<file path="src/rtl/oai222_arc_exerciser.sv">
// Sweeps all 54 sensitized OAI222 timing arcs (INIT/RISE/FALL per arc) and checks ZN.
// Optional first-fail capture of arc index and phase: define FIRST_FAIL_CAPTURE_EN.
module oai222_arc_exerciser #(
  parameter int SETTLE_CYC = 2,
  parameter int FAIL_W     = 8
) (
  input  logic              CK,
  input  logic              RST,
  input  logic              start,
  input  logic              ZN,
  output logic              A1,
  output logic              A2,
  output logic              B1,
  output logic              B2,
  output logic              C1,
  output logic              C2,
  output logic              busy,
  output logic              done,
  output logic              pass,
  output logic [FAIL_W-1:0] fail_cnt,
  output logic [5:0]        ff_arc,
  output logic [1:0]        ff_phase
);

  typedef enum logic [2:0] {S_IDLE, S_APPLY, S_SETTLE, S_CHECK, S_DONE} state_t;

  localparam logic [1:0] PH_INIT     = 2'd0;
  localparam logic [1:0] PH_RISE     = 2'd1;
  localparam logic [1:0] PH_FALL     = 2'd2;
  localparam logic [3:0] SETTLE_LOAD = 4'(SETTLE_CYC - 1);

  state_t              r_state;
  state_t              w_next;
  logic [2:0]          r_pin;
  logic [3:0]          r_cond;
  logic [1:0]          r_phase;
  logic [3:0]          r_settle;
  logic [5:0]          r_drive;
  logic                r_done;
  logic [FAIL_W-1:0]   r_fail;
  logic                w_mismatch;
  logic                w_last;

  // Pair values 1..3 map to {X1,X2}; the toggled pin's own pair carries only that pin.
  function automatic logic [5:0] phase_vec(input logic [2:0] pin, input logic [3:0] cond,
                                           input logic [1:0] ph);
    logic [1:0] outer;
    logic [1:0] inner;
    logic [1:0] own;
    outer = 2'(cond / 4'd3) + 2'd1;
    inner = 2'(cond % 4'd3) + 2'd1;
    own   = 2'b00;
    if (ph == PH_RISE) own = pin[0] ? 2'b01 : 2'b10;
    case (pin[2:1])
      2'd0:    phase_vec = {own, outer, inner};
      2'd1:    phase_vec = {outer, own, inner};
      default: phase_vec = {outer, inner, own};
    endcase
  endfunction

  function automatic logic [FAIL_W-1:0] sat_inc(input logic [FAIL_W-1:0] v);
    return (&v) ? v : v + 1'b1;
  endfunction

  assign w_mismatch = (ZN != (r_phase != PH_RISE));
  assign w_last     = (r_pin == 3'd5) && (r_cond == 4'd8) && (r_phase == PH_FALL);

  always_ff @(posedge CK or posedge RST) begin
    if (RST) r_state <= S_IDLE;
    else     r_state <= w_next;
  end

  always_comb begin
    w_next = r_state;
    case (r_state)
      S_IDLE:   if (start) w_next = S_APPLY;
      S_APPLY:  w_next = S_SETTLE;
      S_SETTLE: if (r_settle == 4'd0) w_next = S_CHECK;
      S_CHECK:  w_next = w_last ? S_DONE : S_APPLY;
      S_DONE:   w_next = S_IDLE;
      default:  w_next = S_IDLE;
    endcase
  end

  always_ff @(posedge CK or posedge RST) begin
    if (RST) begin
      r_pin    <= '0;
      r_cond   <= '0;
      r_phase  <= PH_INIT;
      r_settle <= '0;
      r_drive  <= '0;
      r_done   <= 1'b0;
      r_fail   <= '0;
    end else begin
      case (r_state)
        S_IDLE: if (start) begin
          r_pin   <= '0;
          r_cond  <= '0;
          r_phase <= PH_INIT;
          r_done  <= 1'b0;
          r_fail  <= '0;
        end
        S_APPLY: begin
          r_drive  <= phase_vec(r_pin, r_cond, r_phase);
          r_settle <= SETTLE_LOAD;
        end
        S_SETTLE: if (r_settle != 4'd0) r_settle <= r_settle - 4'd1;
        S_CHECK: begin
          if (w_mismatch) r_fail <= sat_inc(r_fail);
          // Phase is the fastest index, then side condition, then pin.
          if (r_phase == PH_FALL) begin
            r_phase <= PH_INIT;
            if (r_cond == 4'd8) begin
              r_cond <= '0;
              r_pin  <= r_pin + 3'd1;
            end else begin
              r_cond <= r_cond + 4'd1;
            end
          end else begin
            r_phase <= r_phase + 2'd1;
          end
        end
        S_DONE: begin
          r_drive <= '0;
          r_done  <= 1'b1;
        end
        default: ;
      endcase
    end
  end

`ifdef FIRST_FAIL_CAPTURE_EN
  logic [5:0] r_ff_arc;
  logic [1:0] r_ff_phase;
  logic [5:0] w_arc;

  assign w_arc = 6'(r_pin) * 6'd9 + 6'(r_cond);

  // fail_cnt is still zero on the first mismatch of a sweep.
  always_ff @(posedge CK or posedge RST) begin
    if (RST) begin
      r_ff_arc   <= '0;
      r_ff_phase <= '0;
    end else if (r_state == S_IDLE && start) begin
      r_ff_arc   <= '0;
      r_ff_phase <= '0;
    end else if (r_state == S_CHECK && w_mismatch && r_fail == '0) begin
      r_ff_arc   <= w_arc;
      r_ff_phase <= r_phase;
    end
  end

  assign ff_arc   = r_ff_arc;
  assign ff_phase = r_ff_phase;
`else
  assign ff_arc   = '0;
  assign ff_phase = '0;
`endif

  assign {A1, A2, B1, B2, C1, C2} = r_drive;
  assign busy     = (r_state == S_APPLY) || (r_state == S_SETTLE) || (r_state == S_CHECK);
  assign done     = r_done;
  assign pass     = r_done && (r_fail == '0);
  assign fail_cnt = r_fail;

endmodule

</file>
<file path="config.mk">
export PLATFORM = sky130hd
export DESIGN_NAME = oai222_arc_exerciser
export DESIGN_NICKNAME = d
export VERILOG_FILES = /design/src/rtl/oai222_arc_exerciser.sv
export SDC_FILE = /design/constraint.sdc
export NUM_CORES = 1
export LEC_CHECK = 0
export BUFFER_PORTS_ARGS = -buffer_cell sky130_fd_sc_hd__buf_2
export CORE_MARGIN = 5
export CORE_UTILIZATION = 45
export CTS_BUF_LIST = sky130_fd_sc_hd__clkbuf_8 sky130_fd_sc_hd__clkbuf_16
export DETAILED_ROUTE_END_ITERATION = 16
export GPL_ROUTABILITY_DRIVEN = 0
export GPL_TIMING_DRIVEN = 0
export SYNTH_ARGS = -nofsm -noshare
export SYNTH_HDL_FRONTEND = slang
export SYNTH_SLANG_ARGS = --single-unit
</file>
<file path="constraint.sdc">
create_clock -name CK -period 3.3 [get_ports CK]
set_clock_uncertainty 0.1 [all_clocks]
set_input_delay 0.495 -clock CK [delete_from_list [all_inputs] [get_ports CK]]
set_output_delay 0.495 -clock CK [all_outputs]
set_load 0.01 [all_outputs]
</file>
# Word level (Yosys, flattened, before mapping)
# Cells that the tools add are included.
op_classes:
  eq_ne: 18
  addsub: 7
  reduce_logical: 22
  muxes: 27
  div_mod_pow: 2
ops:
  columns: ["op", "n"]
  rows:
  - ["2-to-1 mux 8 bit", 3]
  - ["one-hot mux 6 bit (2 select lines)", 2]
  - ["2-to-1 mux 3 bit", 6]
  - ["2-to-1 mux 4 bit", 4]
  - ["one-hot mux 4 bit (2 select lines)", 2]
  - ["one-hot mux 8 bit (2 select lines)", 1]
  - ["inequality test 2 bit, second input constant", 7]
  - ["one-hot mux 3 bit (4 select lines)", 1]
  - ["adder 8 x 1 -> 8 bit, second input constant", 1]
  - ["logical NOT 8 bit", 1]
  - ["2-to-1 mux 2 bit", 4]
  - ["AND reduction 2 bit", 4]
  - ["AND reduction 4 bit", 2]
  - ["AND reduction 8 bit", 1]
  - ["nonzero test 2 bit", 4]
  - ["adder 2 x 1 -> 2 bit, second input constant", 3]
  - ["equality test 3 x 2 -> 1 bit, second input constant", 2]
  - ["equality test 3 bit, second input constant", 2]
  - ["one-hot mux 3 bit (2 select lines)", 1]
  - ["adder 4 x 1 -> 4 bit, second input constant", 1]
  - ["divider 4 x 2 -> 4 bit, second input constant", 1]
  - ["equality test 2 x 1 -> 1 bit, second input constant", 2]
  - ["equality test 4 bit, second input constant", 1]
  - ["logical NOT 4 bit", 1]
  - ["16 further kinds", 19]
totals:
  input_bits: 4
  output_inout_bits: 25
  elab_cells: 84
  ff_bits: 31

# Depth between registers and ports, before layout
depth:
  ltp_word: 5
  ltp_mapped: 13

# Least setup slack after synthesis
# Ideal clock, no wire load.
synth_path:
  path_kind: "flip-flop to flip-flop"
  from: "register r_cond[2]"
  to: "register r_drive[3]"
  period_less_slack_ps: 2728
  n_path_buf: 1
  path_stages_with_launch: 14
  t_arrival_ps: 2502
  path_slack_ps: 572
  required_time_ps: 3074
  setup_time_ps: 126
  cell_sequence: "dfrtp_1 buf_2 nor2b_1 ha_1 inv_1 ha_1 nor2b_1 a211oi_1 ha_1 or3b_2 a21oi_1 o41ai_1 a32oi_1 o21ai_1"
synth_via:
  elab_chain_cells: 4
  elab_cells_between_ends: 6
  classes_between: "2 x add/sub; 2 x div; 2 x mux"
synth_rtl:
  columns: ["item", "line", "text"]
  rows:
  - ["from (decl)", "35", "logic [3:0] r_cond;"]
  - ["from (signal assigned)", "117", "r_cond <= r_cond + 4'd1;"]
  - ["modulo 4 x 2 -> 4 bit or divider 4 x 2 -> 4 bit (tied branches)", "51, 50", null]
  - ["adder 2 x 1 -> 2 bit, on equally long branches", "51, 50", null]
  - ["one-hot mux 6 bit (2 select lines) *", "54", "case (pin[2:1])"]
  - ["one-hot mux 6 bit (2 select lines) *", "95", "case (r_state)"]
  - ["to (signal assigned)", "104", "r_drive <= phase_vec(r_pin, r_cond, r_phase);"]
  - ["to (decl)", "38", "logic [5:0] r_drive;"]
# Every way passes the cells marked *; elsewhere a longest branch is shown, timed or not.
# A chain may end at the register's enable or synchronous reset.

# Final worst setup path
# Same ends and word-level chain as after synthesis.

==> results.md <==
| Group | Item | Reported |
| --- | --- | --- |
| cts | H-tree levels | 2 |
| sta | Number of hold-slack violations in the final timing report | 0 |
| sta | Post-layout minimum cycle time | 2.99 ns |
| setup path | CP max stage delay | 0.44 ns |
| synth | Complex-gate fraction of the synthesized area | 0.183 |
| synth | Multiplexer fraction of the synthesized cell area | 0.00479 |
| global routing | Maximum number of pins on one net before global-route repair | 32 |
| finish | Net count of the finished layout | 277 |
| drt | Wirelength, routed | 4.35 mm |
| setup path | Required time worst endpoint | 3.35 ns |
| power | Cell Pwr Density | 710 mW/mm^2 |
| sta | Number of pins exceeding their max-slew limit in the final report | 0 |
| cts | Longest Clk Path Bufs | 2 |
| global routing | Total congestion overflow after global routing | 0 |
| power | Clock group share of total power | 0.178 |
| synth | Sequential area share after synthesis | 0.371 |
| hold path | Hold Path Class | input port to async pin |
| global routing | Vias in the first global route | 1574 |
| die | I/O pin count | 29 |
| placement | Number of input and output port buffers inserted | 20 |
| global routing | Overall Global Routing Usage | 0.152 |
| drt | Avg WL per Cell | 13.8 microns |
| synth | Top FF cell, synth | dfrtp_1 |
| drt | Remaining design rule violation count | 0 |
| setup path | Critical path cell sequence | buf_2 -> nor2b_1 -> ha_1 -> inv_1 -> ha_2 -> nor2b_1 -> a211oi_1 -> ha_1 -> or3b_2 -> a21oi_1 -> o41ai_2 -> a32oi_1 -> o21ai_1 |
| global routing | Wire length of the first global-routing pass | 7.70 mm |
| power | Internal power | 1.00 mW |
| setup path | Critical Path Source Type | register |
| sta | Worst-case headroom to the max-slew limit | 0.409 |
| sta | Post-route fraction of the period consumed by the critical path | 0.907 |
| power | Worst vdd rail ir drop | 260 uV |
| sta | Least-Margin Pin Slew | 0.880 ns |
| synth | Post-synthesis cell type count | 52 |
| die | Core area | 0.00441 sq mm |
| setup path | FF-to-FF setup slack | 0.31 ns |
| placement | Cells after DPL | 306 |
| drt | Antenna Nets Post-Route | 0 |
| power | Static Leak | 1.11 nW |
| power | Sw Share | 0.414 |
| die | Die width | 78.1 microns |
| synth | Seq cells post-synth | 31 |
| drt | DRC violation total after the first TritonRoute iteration | 58 |
| power | Flop pwr share | 0.355 |
| finish | Share of final-layout standard cells stronger than drive strength 1 | 0.210 |
| setup path | Endpoint arrival time on the critical path | 3.04 ns |
| drt | Number of iterations in the first detailed-routing pass | 4 |
| cts | CTS clk-pin slew, worst paths | 0.07 ns |
| setup path | Worst r2r dst | r_drive[3]$_DFFE_PP0P_ |
| cts | TritonCTS clock tree | yes |
| sta | Total negative setup slack | 0 ns |
| run status | Status | finished, final reports clean |
| die | Vertical die dimension | 78.1 microns |
| synth | Largest family of logic cells by synthesized area | simple AND/OR/NAND/NOR gates |
| synth | Simple-gate share of the synthesized area | 0.244 |
| finish | Final core utilization | 0.545 |
| setup path | Sort of element at the end of the critical path | register |
| sta | Fmax | 334 MHz |
| power | Design Power | 1.71 mW |
| drt | Vias | 1695 |
| drt | Vias per inst | 5.40 |
| cts | Number of buffers created by CTS | 5 |
| setup path | Standard cell with the maximum stage delay on the critical path | or3b_2 |
| run | Max-cap viol count | 0 |
| synth | Xor and xnor area share after synthesis | 0.0425 |
| synth | Syn Std Cell Area | 0.00209 sq mm |
| synth | EDFF count, synth | 0 |
| sta | # setup viols final | 0 |
| synth | Fraction of registers with async set/reset | 1.00 |
| cts | Sinks on the clock net | 31 |
| finish | Number of diodes added for antenna fixing | 0 |
| die | Number of core rows | 24 |
| synth | Synthesized instance count | 227 |
| power | Power dissipated by switching net loads | 0.706 mW |
| die | Initial standard-cell utilization of the core | 0.473 |
| cts | Insertion delay to the later sink of the worst-skew pair | 0.28 ns |
| synth | Adder-cell share of the synthesized area | 0.0659 |
| setup path | Crit path kind | register to register |
| die | Overall die area | 0.00610 sq mm |
| global routing | Number of antenna violations at the first check in global routing | 0 |
| setup path | Reg2Reg Launch Point | r_cond[2]$_DFFE_PP0P_ |
| synth | Synthesis warning total | 0 |
| power | Power share of the combinational group | 0.468 |
| sta | Setup repair after global routing missed its margin | false |
| synth | Syn_area_per_cell | 9.20 sq um |
| finish | Fin cells | 314 |
| placement | Dpl hpwl | 3.16 mm |
| cts | Clock Root Buffer | clkbuf_8 |
| setup path | Worst-path maximum fanout | 10 |
| setup path | Length in cells of the worst reg-to-reg path | 13 |
| finish | Layout Area Growth over Synthesis | 15.2% |
-- cell type report --
type,count,area [sq um]
Tap cell,52,65.1
Inverter,18,67.6
Timing Repair Buffer,21,128
Sequential cell,31,776
Buffer,17,114
Clock inverter,1,5.00
Fill cell,426,2010
Multi-Input combinational cell,168,1170
Clock buffer,6,82.6
-- Yosys cell counts (5+ instances only) --
cell type,instances,area share
a22o_1,6,0.025
ha_1,11,0.066
nand3_1,11,0.026
buf_4,10,0.036
o31ai_1,6,0.022
a21oi_1,13,0.031
o21ai_0,15,0.036
or4_1,6,0.022
nand2b_1,5,0.015
nor3_1,5,0.012
dfrtp_1,31,0.37
nand2_1,15,0.027
nor2_1,11,0.020
inv_1,18,0.032
-- worst max-delay path by stage --
stage | startpoint | endpoint | slack [ns]
2_1_floorplan | r_cond[2]$_DFFE_PP0P_ | r_drive[3]$_DFFE_PP0P_ | 0.57
3_3_place_gp | r_cond[2]$_DFFE_PP0P_ | r_drive[3]$_DFFE_PP0P_ | 0.21
3_5_place_dp | r_cond[2]$_DFFE_PP0P_ | r_drive[3]$_DFFE_PP0P_ | 0.20
4_1_cts | r_cond[2]$_DFFE_PP0P_ | r_drive[3]$_DFFE_PP0P_ | 0.18
5_1_grt | r_cond[2]$_DFFE_PP0P_ | r_drive[3]$_DFFE_PP0P_ | 0.02
6_report | r_cond[2]$_DFFE_PP0P_ | r_drive[3]$_DFFE_PP0P_ | 0.31
-- worst max-delay path, delay by kind of cell (launching register included) --
| family | cells | cell delay, ns |
|---|---|---|
| fa+ha+maj | 3 | 0.64 |
| compound gates | 5 | 0.73 |
| simple gates | 3 | 0.73 |
| buf+inv | 2 | 0.24 |
| flops | 1 | 0.42 |
-- repair_timing --
item | 4_1_cts | 5_1_grt
resized for setup | 0 | 2
endpoints found under the setup margin | 0 | 1
endpoints found under the hold margin | 0 | 0
hold buffers | 0 | 0
setup buffers | 0 | 0
-- layer usage --
metal	wire length (microns)	share of wire	GRT usage
met5	0	0	0
met2	2010	0.46	0.231
met4	25	0.0057	0.0405
met3	198	0.046	0.0378
met1	2120	0.49	0.214
-- cells in the final DEF, fill, tap and decap left out, drive strengths merged, types with 2 or more instances in the layout --
cell	count
nor3b	5
inv	18
nand2	15
xor2	3
nand2b	5
clkbuf	7
a22o	6
o21ai	17
a31oi	3
a21o	2
nor2b	5
ha	11
dfrtp	31
or4	6
buf	37
o31ai	6
nor2	13
conb	8
and3	3
nand3b	2
or3b	2
a21oi	14
nand4b	3
nand3	11
o41ai	2
nor3	5
xnor2	5
or3	4
-- state kept, by name, summed over array words and instances, names as in the netlist --
name      flops
done          1
fail_cnt      8
r_cond        4
r_drive       6
r_phase       2
r_pin         3
r_settle      4
r_state       3
-- power groups by stage --
stage / combinational (mW) / clock (mW) / sequential [mW]
floorplan: 0.590 / 0 / 0.611
global placement: 0.793 / 0 / 0.610
detailed placement: 0.797 / 0 / 0.612
CTS: 0.802 / 0.314 / 0.605
global route: 0.913 / 0.335 / 0.632
finish: 0.798 / 0.303 / 0.606
-- through the flow --
| stage | setup WS (ns) | instance area (sq um) | hold WS (ns) |
|---|---|---|---|
| 4_1_cts | 0.181 | 2370 | 0.390 |
| 3_3_place_gp | 0.209 | 2280 | 0.373 |
| 6_report | 0.308 | 2400 | 0.201 |
| 3_5_place_dp | 0.196 | 2280 | 0.375 |
| 5_1_grt | 0.0226 | 2400 | 0.228 |
| 2_1_floorplan | 0.572 | 2110 | 0.359 |
-- cell families after synthesis --
kind of cell             Yosys count
AND/OR/NAND/NOR                   85
XOR/XNOR                           8
buffers and inverters             35
multiplexers                       1
other                              1
AO/OA/AOI/OAI                     55
adder cells (fa/ha/maj)           11
flip-flops                        31
Power figures use the tool's default switching activity.
